[src/rtl/spi_seq_pkg.sv]
// spi_seq_pkg: shared types and constants for the SPI configuration sequencer.
// SPI_SEQ_READBACK_VERIFY_EN adds the readback-verify states to the state type.
package spi_seq_pkg;

    localparam int unsigned RD_FLAG_BIT  = 23;
    localparam logic [7:0]  HOST_ERR_IDX = 8'hFF;

    typedef logic [23:0] spi_word_t;

    typedef enum logic [3:0] {
        IDLE,
        ISSUE,
        WAIT_HI,
        WAIT_LO,
        NEXT,
        READY,
        H_ISSUE,
        H_WAIT_HI,
        H_WAIT_LO,
        ERROR
`ifdef SPI_SEQ_READBACK_VERIFY_EN
        ,
        V_ISSUE,
        V_WAIT_HI,
        V_WAIT_LO
`endif
    } seq_state_t;

endpackage

[src/rtl/spi_cfg_rom.sv]
// spi_cfg_rom: fixed register-init table played out by spi_cfg_sequencer.
// Each word is {read_flag, addr[14:0], data[7:0]}; indices at or beyond
// NUM_ENTRIES read as zero.
module spi_cfg_rom
    import spi_seq_pkg::*;
#(
    parameter int unsigned NUM_ENTRIES = 16
) (
    input  logic [7:0] idx,
    output spi_word_t  word
);

    // Table lookup
    always_comb begin
        word = '0;
        if (32'(idx) < NUM_ENTRIES) begin
            case (idx)
                8'd0:    word = 24'h5aa5cf;
                8'd1:    word = 24'h012345;
                8'd2:    word = 24'h80a500;
                8'd3:    word = 24'h02c3f0;
                8'd4:    word = 24'h031011;
                8'd5:    word = 24'h031122;
                8'd6:    word = 24'h031233;
                8'd7:    word = 24'h831300;
                8'd8:    word = 24'h040144;
                8'd9:    word = 24'h040255;
                8'd10:   word = 24'h040366;
                8'd11:   word = 24'h050077;
                8'd12:   word = 24'h050188;
                8'd13:   word = 24'h850100;
                8'd14:   word = 24'h06ff99;
                8'd15:   word = 24'h07ffaa;
                default: word = '0;
            endcase
        end
    end

endmodule

[src/rtl/spi_cfg_sequencer.sv]
// spi_cfg_sequencer: owns one spi_master. After reset it plays the init table
// from spi_cfg_rom, then grants the master to a single host requester.
// Optional: define SPI_SEQ_READBACK_VERIFY_EN to read back and compare every
// init write before advancing to the next entry.
module spi_cfg_sequencer
    import spi_seq_pkg::*;
#(
    parameter int unsigned NUM_ENTRIES  = 16,
    parameter int unsigned BUSY_TIMEOUT = 64,
    parameter bit          AUTO_START   = 1'b1
) (
    input  logic        sys_clk,
    input  logic        sys_rst,
    input  logic        start,
    output logic        init_done,
    output logic        init_err,
    output logic [7:0]  err_idx,
    input  logic        host_req,
    input  logic        host_rnw,
    input  logic [23:0] host_wdata,
    output logic        host_ack,
    output logic [7:0]  host_rdata,
    output logic        spi_wr_cmd,
    output logic        spi_rd_cmd,
    input  logic        spi_busy,
    output logic [23:0] spi_wr_data,
    input  logic [7:0]  spi_rd_data
);

    localparam int unsigned TMO_W    = $clog2(BUSY_TIMEOUT + 1);
    localparam logic [TMO_W-1:0] TMO_LAST = TMO_W'(BUSY_TIMEOUT - 1);
    localparam logic [7:0]       LAST_IDX = 8'(NUM_ENTRIES - 1);

    seq_state_t       state, state_nxt;
    logic [7:0]       idx, idx_nxt;
    logic [TMO_W-1:0] tmo_cnt, tmo_nxt;
    spi_word_t        rom_word;

    logic             wr_cmd_nxt, rd_cmd_nxt, ack_nxt;
    logic             done_nxt, err_nxt;
    logic [7:0]       err_idx_nxt, rdata_nxt;
    spi_word_t        wr_data_nxt;
    logic             go_err, do_start;
    logic [7:0]       go_err_idx;

    spi_cfg_rom #(
        .NUM_ENTRIES(NUM_ENTRIES)
    ) u_rom (
        .idx  (idx),
        .word (rom_word)
    );

    // Next-state and next-output logic; all outputs are registered below
    always_comb begin
        state_nxt   = state;
        idx_nxt     = idx;
        tmo_nxt     = '0;
        wr_cmd_nxt  = 1'b0;
        rd_cmd_nxt  = 1'b0;
        wr_data_nxt = spi_wr_data;
        ack_nxt     = 1'b0;
        rdata_nxt   = host_rdata;
        done_nxt    = init_done;
        err_nxt     = init_err;
        err_idx_nxt = err_idx;
        go_err      = 1'b0;
        go_err_idx  = idx;
        do_start    = 1'b0;

        unique case (state)
            IDLE: begin
                if (AUTO_START || start) begin
                    do_start = 1'b1;
                end
            end
            ISSUE: begin
                wr_data_nxt = rom_word;
                if (rom_word[RD_FLAG_BIT]) begin
                    rd_cmd_nxt = 1'b1;
                end else begin
                    wr_cmd_nxt = 1'b1;
                end
                state_nxt = WAIT_HI;
            end
            WAIT_HI: begin
                if (spi_busy) begin
                    state_nxt = WAIT_LO;
                end else if (tmo_cnt == TMO_LAST) begin
                    go_err = 1'b1;
                end else begin
                    tmo_nxt = tmo_cnt + TMO_W'(1);
                end
            end
            WAIT_LO: begin
                if (!spi_busy) begin
`ifdef SPI_SEQ_READBACK_VERIFY_EN
                    state_nxt = spi_wr_data[RD_FLAG_BIT] ? NEXT : V_ISSUE;
`else
                    state_nxt = NEXT;
`endif
                end else if (tmo_cnt == TMO_LAST) begin
                    go_err = 1'b1;
                end else begin
                    tmo_nxt = tmo_cnt + TMO_W'(1);
                end
            end
`ifdef SPI_SEQ_READBACK_VERIFY_EN
            V_ISSUE: begin
                wr_data_nxt              = rom_word;
                wr_data_nxt[RD_FLAG_BIT] = 1'b1;
                wr_data_nxt[7:0]         = '0;
                rd_cmd_nxt               = 1'b1;
                state_nxt                = V_WAIT_HI;
            end
            V_WAIT_HI: begin
                if (spi_busy) begin
                    state_nxt = V_WAIT_LO;
                end else if (tmo_cnt == TMO_LAST) begin
                    go_err = 1'b1;
                end else begin
                    tmo_nxt = tmo_cnt + TMO_W'(1);
                end
            end
            V_WAIT_LO: begin
                if (!spi_busy) begin
                    if (spi_rd_data != rom_word[7:0]) begin
                        go_err = 1'b1;
                    end else begin
                        state_nxt = NEXT;
                    end
                end else if (tmo_cnt == TMO_LAST) begin
                    go_err = 1'b1;
                end else begin
                    tmo_nxt = tmo_cnt + TMO_W'(1);
                end
            end
`endif
            NEXT: begin
                if (idx == LAST_IDX) begin
                    done_nxt  = 1'b1;
                    state_nxt = READY;
                end else begin
                    idx_nxt   = idx + 8'd1;
                    state_nxt = ISSUE;
                end
            end
            READY: begin
                // start has priority; a concurrent host_req simply stays pending
                if (start) begin
                    do_start = 1'b1;
                end else if (host_req) begin
                    state_nxt = H_ISSUE;
                end
            end
            H_ISSUE: begin
                wr_data_nxt              = host_wdata;
                wr_data_nxt[RD_FLAG_BIT] = host_rnw;
                if (host_rnw) begin
                    rd_cmd_nxt = 1'b1;
                end else begin
                    wr_cmd_nxt = 1'b1;
                end
                state_nxt = H_WAIT_HI;
            end
            H_WAIT_HI: begin
                if (spi_busy) begin
                    state_nxt = H_WAIT_LO;
                end else if (tmo_cnt == TMO_LAST) begin
                    go_err     = 1'b1;
                    go_err_idx = HOST_ERR_IDX;
                end else begin
                    tmo_nxt = tmo_cnt + TMO_W'(1);
                end
            end
            H_WAIT_LO: begin
                if (!spi_busy) begin
                    ack_nxt = 1'b1;
                    if (host_rnw) begin
                        rdata_nxt = spi_rd_data;
                    end
                    state_nxt = READY;
                end else if (tmo_cnt == TMO_LAST) begin
                    go_err     = 1'b1;
                    go_err_idx = HOST_ERR_IDX;
                end else begin
                    tmo_nxt = tmo_cnt + TMO_W'(1);
                end
            end
            ERROR: begin
                if (start) begin
                    do_start = 1'b1;
                end
            end
            default: begin
                state_nxt = IDLE;
            end
        endcase

        if (do_start) begin
            idx_nxt   = '0;
            done_nxt  = 1'b0;
            err_nxt   = 1'b0;
            state_nxt = ISSUE;
        end

        if (go_err) begin
            err_nxt     = 1'b1;
            done_nxt    = 1'b0;
            err_idx_nxt = go_err_idx;
            state_nxt   = ERROR;
        end
    end

    // State, index, timeout and output registers
    always_ff @(posedge sys_clk) begin
        if (sys_rst) begin
            state       <= IDLE;
            idx         <= '0;
            tmo_cnt     <= '0;
            spi_wr_cmd  <= 1'b0;
            spi_rd_cmd  <= 1'b0;
            spi_wr_data <= '0;
            host_ack    <= 1'b0;
            host_rdata  <= '0;
            init_done   <= 1'b0;
            init_err    <= 1'b0;
            err_idx     <= '0;
        end else begin
            state       <= state_nxt;
            idx         <= idx_nxt;
            tmo_cnt     <= tmo_nxt;
            spi_wr_cmd  <= wr_cmd_nxt;
            spi_rd_cmd  <= rd_cmd_nxt;
            spi_wr_data <= wr_data_nxt;
            host_ack    <= ack_nxt;
            host_rdata  <= rdata_nxt;
            init_done   <= done_nxt;
            init_err    <= err_nxt;
            err_idx     <= err_idx_nxt;
        end
    end

endmodule

[config.mk]
export PLATFORM = sky130hd
export DESIGN_NAME = spi_cfg_sequencer
export DESIGN_NICKNAME = d
export VERILOG_FILES = /design/src/rtl/spi_seq_pkg.sv /design/src/rtl/spi_cfg_rom.sv /design/src/rtl/spi_cfg_sequencer.sv
export SDC_FILE = /design/constraint.sdc
export NUM_CORES = 1
export LEC_CHECK = 0
export ABC_AREA = 1
export CAP_MARGIN = 40
export CORE_UTILIZATION = 67
export DETAILED_ROUTE_END_ITERATION = 7
export DONT_BUFFER_PORTS = 1
export PLACE_DENSITY = 0.94
export SLEW_MARGIN = 15
export SYNTH_ARGS = -nofsm -noshare
export SYNTH_HDL_FRONTEND = slang
export SYNTH_HIERARCHICAL = 1
export SYNTH_SLANG_ARGS = --single-unit
[constraint.sdc]
create_clock -name sys_clk -period 3.6 [get_ports sys_clk]
set_input_delay 0.36 -clock sys_clk [delete_from_list [all_inputs] [get_ports sys_clk]]
set_output_delay 0.36 -clock sys_clk [all_outputs]
set_load 0.01 [all_outputs]
Yosys cells after proc, flatten, opt, wreduce, memory -nomap -nowiden. Memory sizes are Yosys's and may differ from the RTL's. A register that Yosys moved wholly into a read port is not among the register bits. Index checks and enable logic that the tools add are counted.

Flip-flop bits (word level): 64. Latch bits: 0. RAM bits: 0. Memory bits (read-only): 368. Bits of input ports: 38. Output and inout port bits: 45. Word-level logic and storage cells: 98. Memories kept: 1.

Add/subtract/negate cells: 2. Multiply operators: 0. Divide/modulo/power cells: 0. Order comparisons: 1. Equal/unequal tests: 24. Shift-type cells: 0. Mux-type cells: 38. Bitwise gates (word level): 4. Reductions and logical operators: 16.

Memory list: (no name shown) (words 16, width 23, rd ports 1, clocked after Yosys merged registers in 1, write ports 0, RTL line spi_cfg_rom.sv:17) `case (idx)`.

Operators by type and width (number): 2-to-1 mux 24 bit (2); one-hot mux 24 bit (2 select lines) (1); 2-to-1 mux 4 bit (10); one-hot mux 4 bit (9 select lines) (1); 2-to-1 mux 8 bit (3); != test 4 bit (second input constant) (6); 2-to-1 mux 7 bit (3); == test 4 x 3 -> 1 bit (second input constant) (4); one-hot mux 8 bit (2 select lines) (1); one-hot mux 7 bit (2 select lines) (1); AND reduction 7 bit (2); != test 2 bit (second input constant) (6); OR reduction 2 bit (6); 2-to-1 mux 1 bit (11); adder 8 x 1 -> 8 bit (second input constant) (1); == test 4 x 2 -> 1 bit (second input constant) (2); == test 4 bit (second input constant) (2); == test 8 x 4 -> 1 bit (second input constant) (1); logical NOT 4 bit (2); < comparator 8 x 5 -> 1 bit (second input constant) (1); one-hot mux 1 bit (2 select lines) (4); adder 7 x 1 -> 7 bit (second input constant) (1); == test 7 x 6 -> 1 bit (second input constant) (1); == test 4 x 1 -> 1 bit (second input constant) (1); other kinds (7) (12).

Depth between registers and ports, before layout.
Depth in word-level cells: 6. Depth in mapped cells: 12. Depth with buffers taken out: 12.

Hierarchy. Netlist, hierarchy kept.

By module, submodules not included: spi_cfg_sequencer (instances 1, cells each 390, area an instance 2845.2 µm², seq. area each 1281.2 µm²); spi_cfg_rom (instances 1, cells each 109, area an instance 531.8 µm², seq. area each 0.0 µm²).

Worst setup path after synthesis. No wires, ideal clock.

Path kind: reg-to-reg. Start point: register idx[0]. End point: register idx[0]. Setup time: 115 ps. Arrival: 1500 ps. Data required time: 3485 ps. Path slack: 1985 ps. Stages on the path, launching flop included: 9. Buffers on the path: 0. Period minus slack after synthesis: 1615 ps. Path through: dfxtp_1 > ha_1 > nand3_1 > nor2_1 > nor2_4 > inv_1 > nor2_1 > o21ai_0 > inv_1.

Longest elaborated chain between the ends: 3. Elaborated cells between the ends (all ways): 4. Classes of those cells: add/sub (1); eq/ne (1); bitwise (1); reduce/logical (1).

RTL lines: start: declaration (RTL line spi_cfg_sequencer.sv:35) `logic [7:0] idx, idx_nxt;`; start signal: assignment (RTL line spi_cfg_sequencer.sv:230) `idx <= idx_nxt;`; parallel branches: the longest is 3 deep, another holds adder 8 x 1 -> 8 bit.

Several ways; the timed one is not identified. A chain may end at the register's enable or synchronous reset.

Worst setup path after layout.
Start point: register idx[3]. End point: register idx[0].

Longest elaborated chain between the ends: 3.

RTL lines: == test 8 x 4 -> 1 bit (RTL line spi_cfg_sequencer.sv:139) `if (idx == LAST_IDX) begin`; inverter 1 bit (no line); AND reduction 2 bit (no line).

No other way between the ends.

==> results.toml <==
[global_route]
overflow = 0
antenna_found_initial = 0
grt_pass1_wl_um = 12900
grt_max_degree = 31
grt_pass1_vias = 3000
grtUsageTotal_pct = 31.3

[setup_path]
r2r_start = "idx[3]$_SDFFE_PP0P_"
path_cells = "nand3_1, nor2_1, nor2_4, inv_1, nor2_1, o21ai_0, inv_1"
cp-endpoint = "idx[0]$_SDFFE_PP0P_"
worst-path-buf-inv = 2
r2r_setup_slack_ns = 1.57
end_kind = "flip-flop"
cp-start-kind = "flip-flop"
cp_slowest_cell = "dfxtp_1"
r2r_cells = 7
slowest_delay_ns = 0.77
cp.depth = 7
cp_max_fo = 20
required_ns = 3.85
crit_start = "idx[3]$_SDFFE_PP0P_"
crit_arrival_ns = 2.28
crit_type = "flip-flop to flip-flop"
r2r-end = "idx[0]$_SDFFE_PP0P_"
cpLargestDelayFamily = "flip-flops"

[yosys]
synth_nets = 546
synth_cells = 499
synth_area_sq_um = 3380
yosysSeqAreaShare_pct = 37.9
ys_types = 29
ys_warn_count = 6
synth_seq_cells = 64
avgSynthCellArea_sq_um = 6.77

[layout]
diodes = 0
utilization_pct = 74.9
final_cell_mix = "nand2_1, o21ai_0, dfxtp_1"
fill_cells = 392
num-nets-final = 537
final_common_cell = "nand2_1"
drive_above_1_share_pct = 8.28
syn2layout_area_growth_pct = 6.15

[floorplan]
start_util_pct = 70.6
die_h_um = 73.0
dieArea_sq_um = 5330
dieWidth_um = 73.0
coreArea_sq_um = 4790
num_rows = 25
ios = 83

[placement]
io_buffers = 0
gp_congestion = 0.952
dp_hpwl_um = 5430

[sta]
finalHoldViolCount = 0
timing.final.crit_share_pct = 56.3
timing.hold.ws_ns = 0.0640
setup_viol = 0
min_period_ns = 2.03
tightest_slew_ns = 0.694
finalSetupTns_ns = 0
drv_slew = 0
rsz0062_at_grt = "no"
max_slew_margin_pct = 53.7
max_freq_mhz = 493
fin_worst_skew_ns = 0.00715

[clock_network]
cts_setup_buffers = 0
clock_path_buffers = 2
clk_pin_slew_ns = 0.08
cts-root-buf = "clkbuf_8"
clk_latency_ns = 0.36
hold_buffers = 0
cts_buffers = 9
tritoncts = "yes"
clock-sinks = 64
cts_resized = 0
htree_levels = 3

[route]
firstDrtPassIters = 7
vias = 3309
wire_per_inst_um = 14.2
viasPerCell = 5.89
drc = 0
totalWireLength_um = 7980
drt_iter0_markers = 242
ant_nets = 0

[hold_path]
worstHoldPathType = "input port to flip-flop"

[pwr]
p_per_area_nw_per_um2 = 433
leakagePower_nw = 1.50
ir_drop_mv = 0.327

[status]
outcome = "finished clean"

[job]
maxCapViolCount = 0
cells in the mapped netlist:
library cell / n / area (sq um)
conb_1: 1 / 3.75
nor2_2: 4 / 25.0
nor2_4: 4 / 45.0
xor2_1: 7 / 61.3
o21ai_0: 67 / 335
inv_1: 49 / 184
nor2_1: 57 / 214
dfxtp_1: 64 / 1280
a21oi_1: 49 / 245
o31ai_1: 1 / 7.51
xnor2_1: 1 / 8.76
clkbuf_1: 9 / 33.8
buf_6: 3 / 33.8
nand3_1: 22 / 110
a22o_1: 1 / 8.76
nand2_2: 4 / 25.0
nand3b_1: 1 / 7.51
nor3_1: 15 / 75.1
buf_4: 4 / 30.0
ha_1: 9 / 113
o21ai_1: 4 / 20.0
nand3_2: 3 / 30.0
o21ai_2: 2 / 17.5
inv_2: 5 / 18.8
nand2_1: 105 / 394
o22ai_1: 1 / 6.26
inv_4: 1 / 6.26
buf_2: 5 / 25.0
nand2_4: 1 / 11.3
routing by layer:
metal | global-route usage, % | up-vias | wire [um]
li1 | - | 1593 | -
met5 | 0 | - | 0
met4 | 18.1 | 0 | 255
met2 | 54.3 | 148 | 3970
met3 | 10.8 | 32 | 647
met1 | 32.8 | 1536 | 3100
flip-flops by register name, indices dropped and copies added (netlist names), 4 cells and up:
| register | count |
|---|---|
| err_idx | 8 |
| host_rdata | 8 |
| idx | 8 |
| spi_wr_data | 24 |
| state | 4 |
| tmo_cnt | 7 |
layout make-up:
class                   instances  area [sq um]  area share (%)
inverters                      55           209            5.83
multi-input cells             359          1760            49.2
clock buffers                   9           124            3.46
well taps                      67          83.8            2.34
repair buffers                  1          27.5           0.768
flip-flops and latches         64          1280            35.7
clock inverters                 7          95.1            2.65
cells by family (layout without fill, tap and decap cells):
| kind of cell | after synthesis | after routing | share of synthesized area, % |
|---|---|---|---|
| xor gates and xnor gates | 8 | 8 | 2.07 |
| adders and majority gates | 9 | 9 | 3.33 |
| buffers and inverters | 76 | 72 | 9.82 |
| other | 1 | 1 | 0.111 |
| DFF | 64 | 64 | 37.9 |
| and+or+nand+nor | 216 | 216 | 27.8 |
| AOI/OAI and AO/OA | 125 | 125 | 19.0 |
worst reg2reg max path, cell delays in order (launching register included):
cell and delay [ns]:
dfxtp_1 0.77, nand3_1 0.26, nor2_1 0.32, nor2_4 0.09
inv_1 0.20, nor2_1 0.07, o21ai_0 0.17, inv_1 0.05
power breakdown:
part / switching (W) / leakage, nW / total, W / internal, W
Clock: 0.000300 / 0.110 / 0.000690 / 0.000390
Combinational: 0.0000641 / 0.866 / 0.0000934 / 0.0000293
Sequential: 0.0000320 / 0.522 / 0.000768 / 0.000736
stage by stage:
stage	setup WS, ns	cell area, sq um	total power (W)	std cells
after global routing	1.37	3580	0.00160	562
after global placement	1.70	3340	0.000865	545
after detailed placement	1.60	3370	0.000874	546
after CTS	1.62	3580	0.00155	562
final	1.57	3580	0.00155	562
after floorplan	1.98	3380	0.000856	499
worst min-delay path by stage:
stage	to	depth (start not counted)	start
2_1_floorplan	tmo_cnt[0]$_SDFF_PP0_	1	tmo_cnt[0]$_SDFF_PP0_
3_3_place_gp	tmo_cnt[0]$_SDFF_PP0_	1	tmo_cnt[0]$_SDFF_PP0_
3_5_place_dp	spi_rd_cmd$_SDFF_PP0_	1	sys_rst
4_1_cts	spi_rd_cmd$_SDFF_PP0_	1	sys_rst
5_1_grt	spi_wr_data[22]$_SDFFE_PP0P_	1	sys_rst
6_report	spi_rd_cmd$_SDFF_PP0_	1	sys_rst
Power figures use the tool's default switching activity.
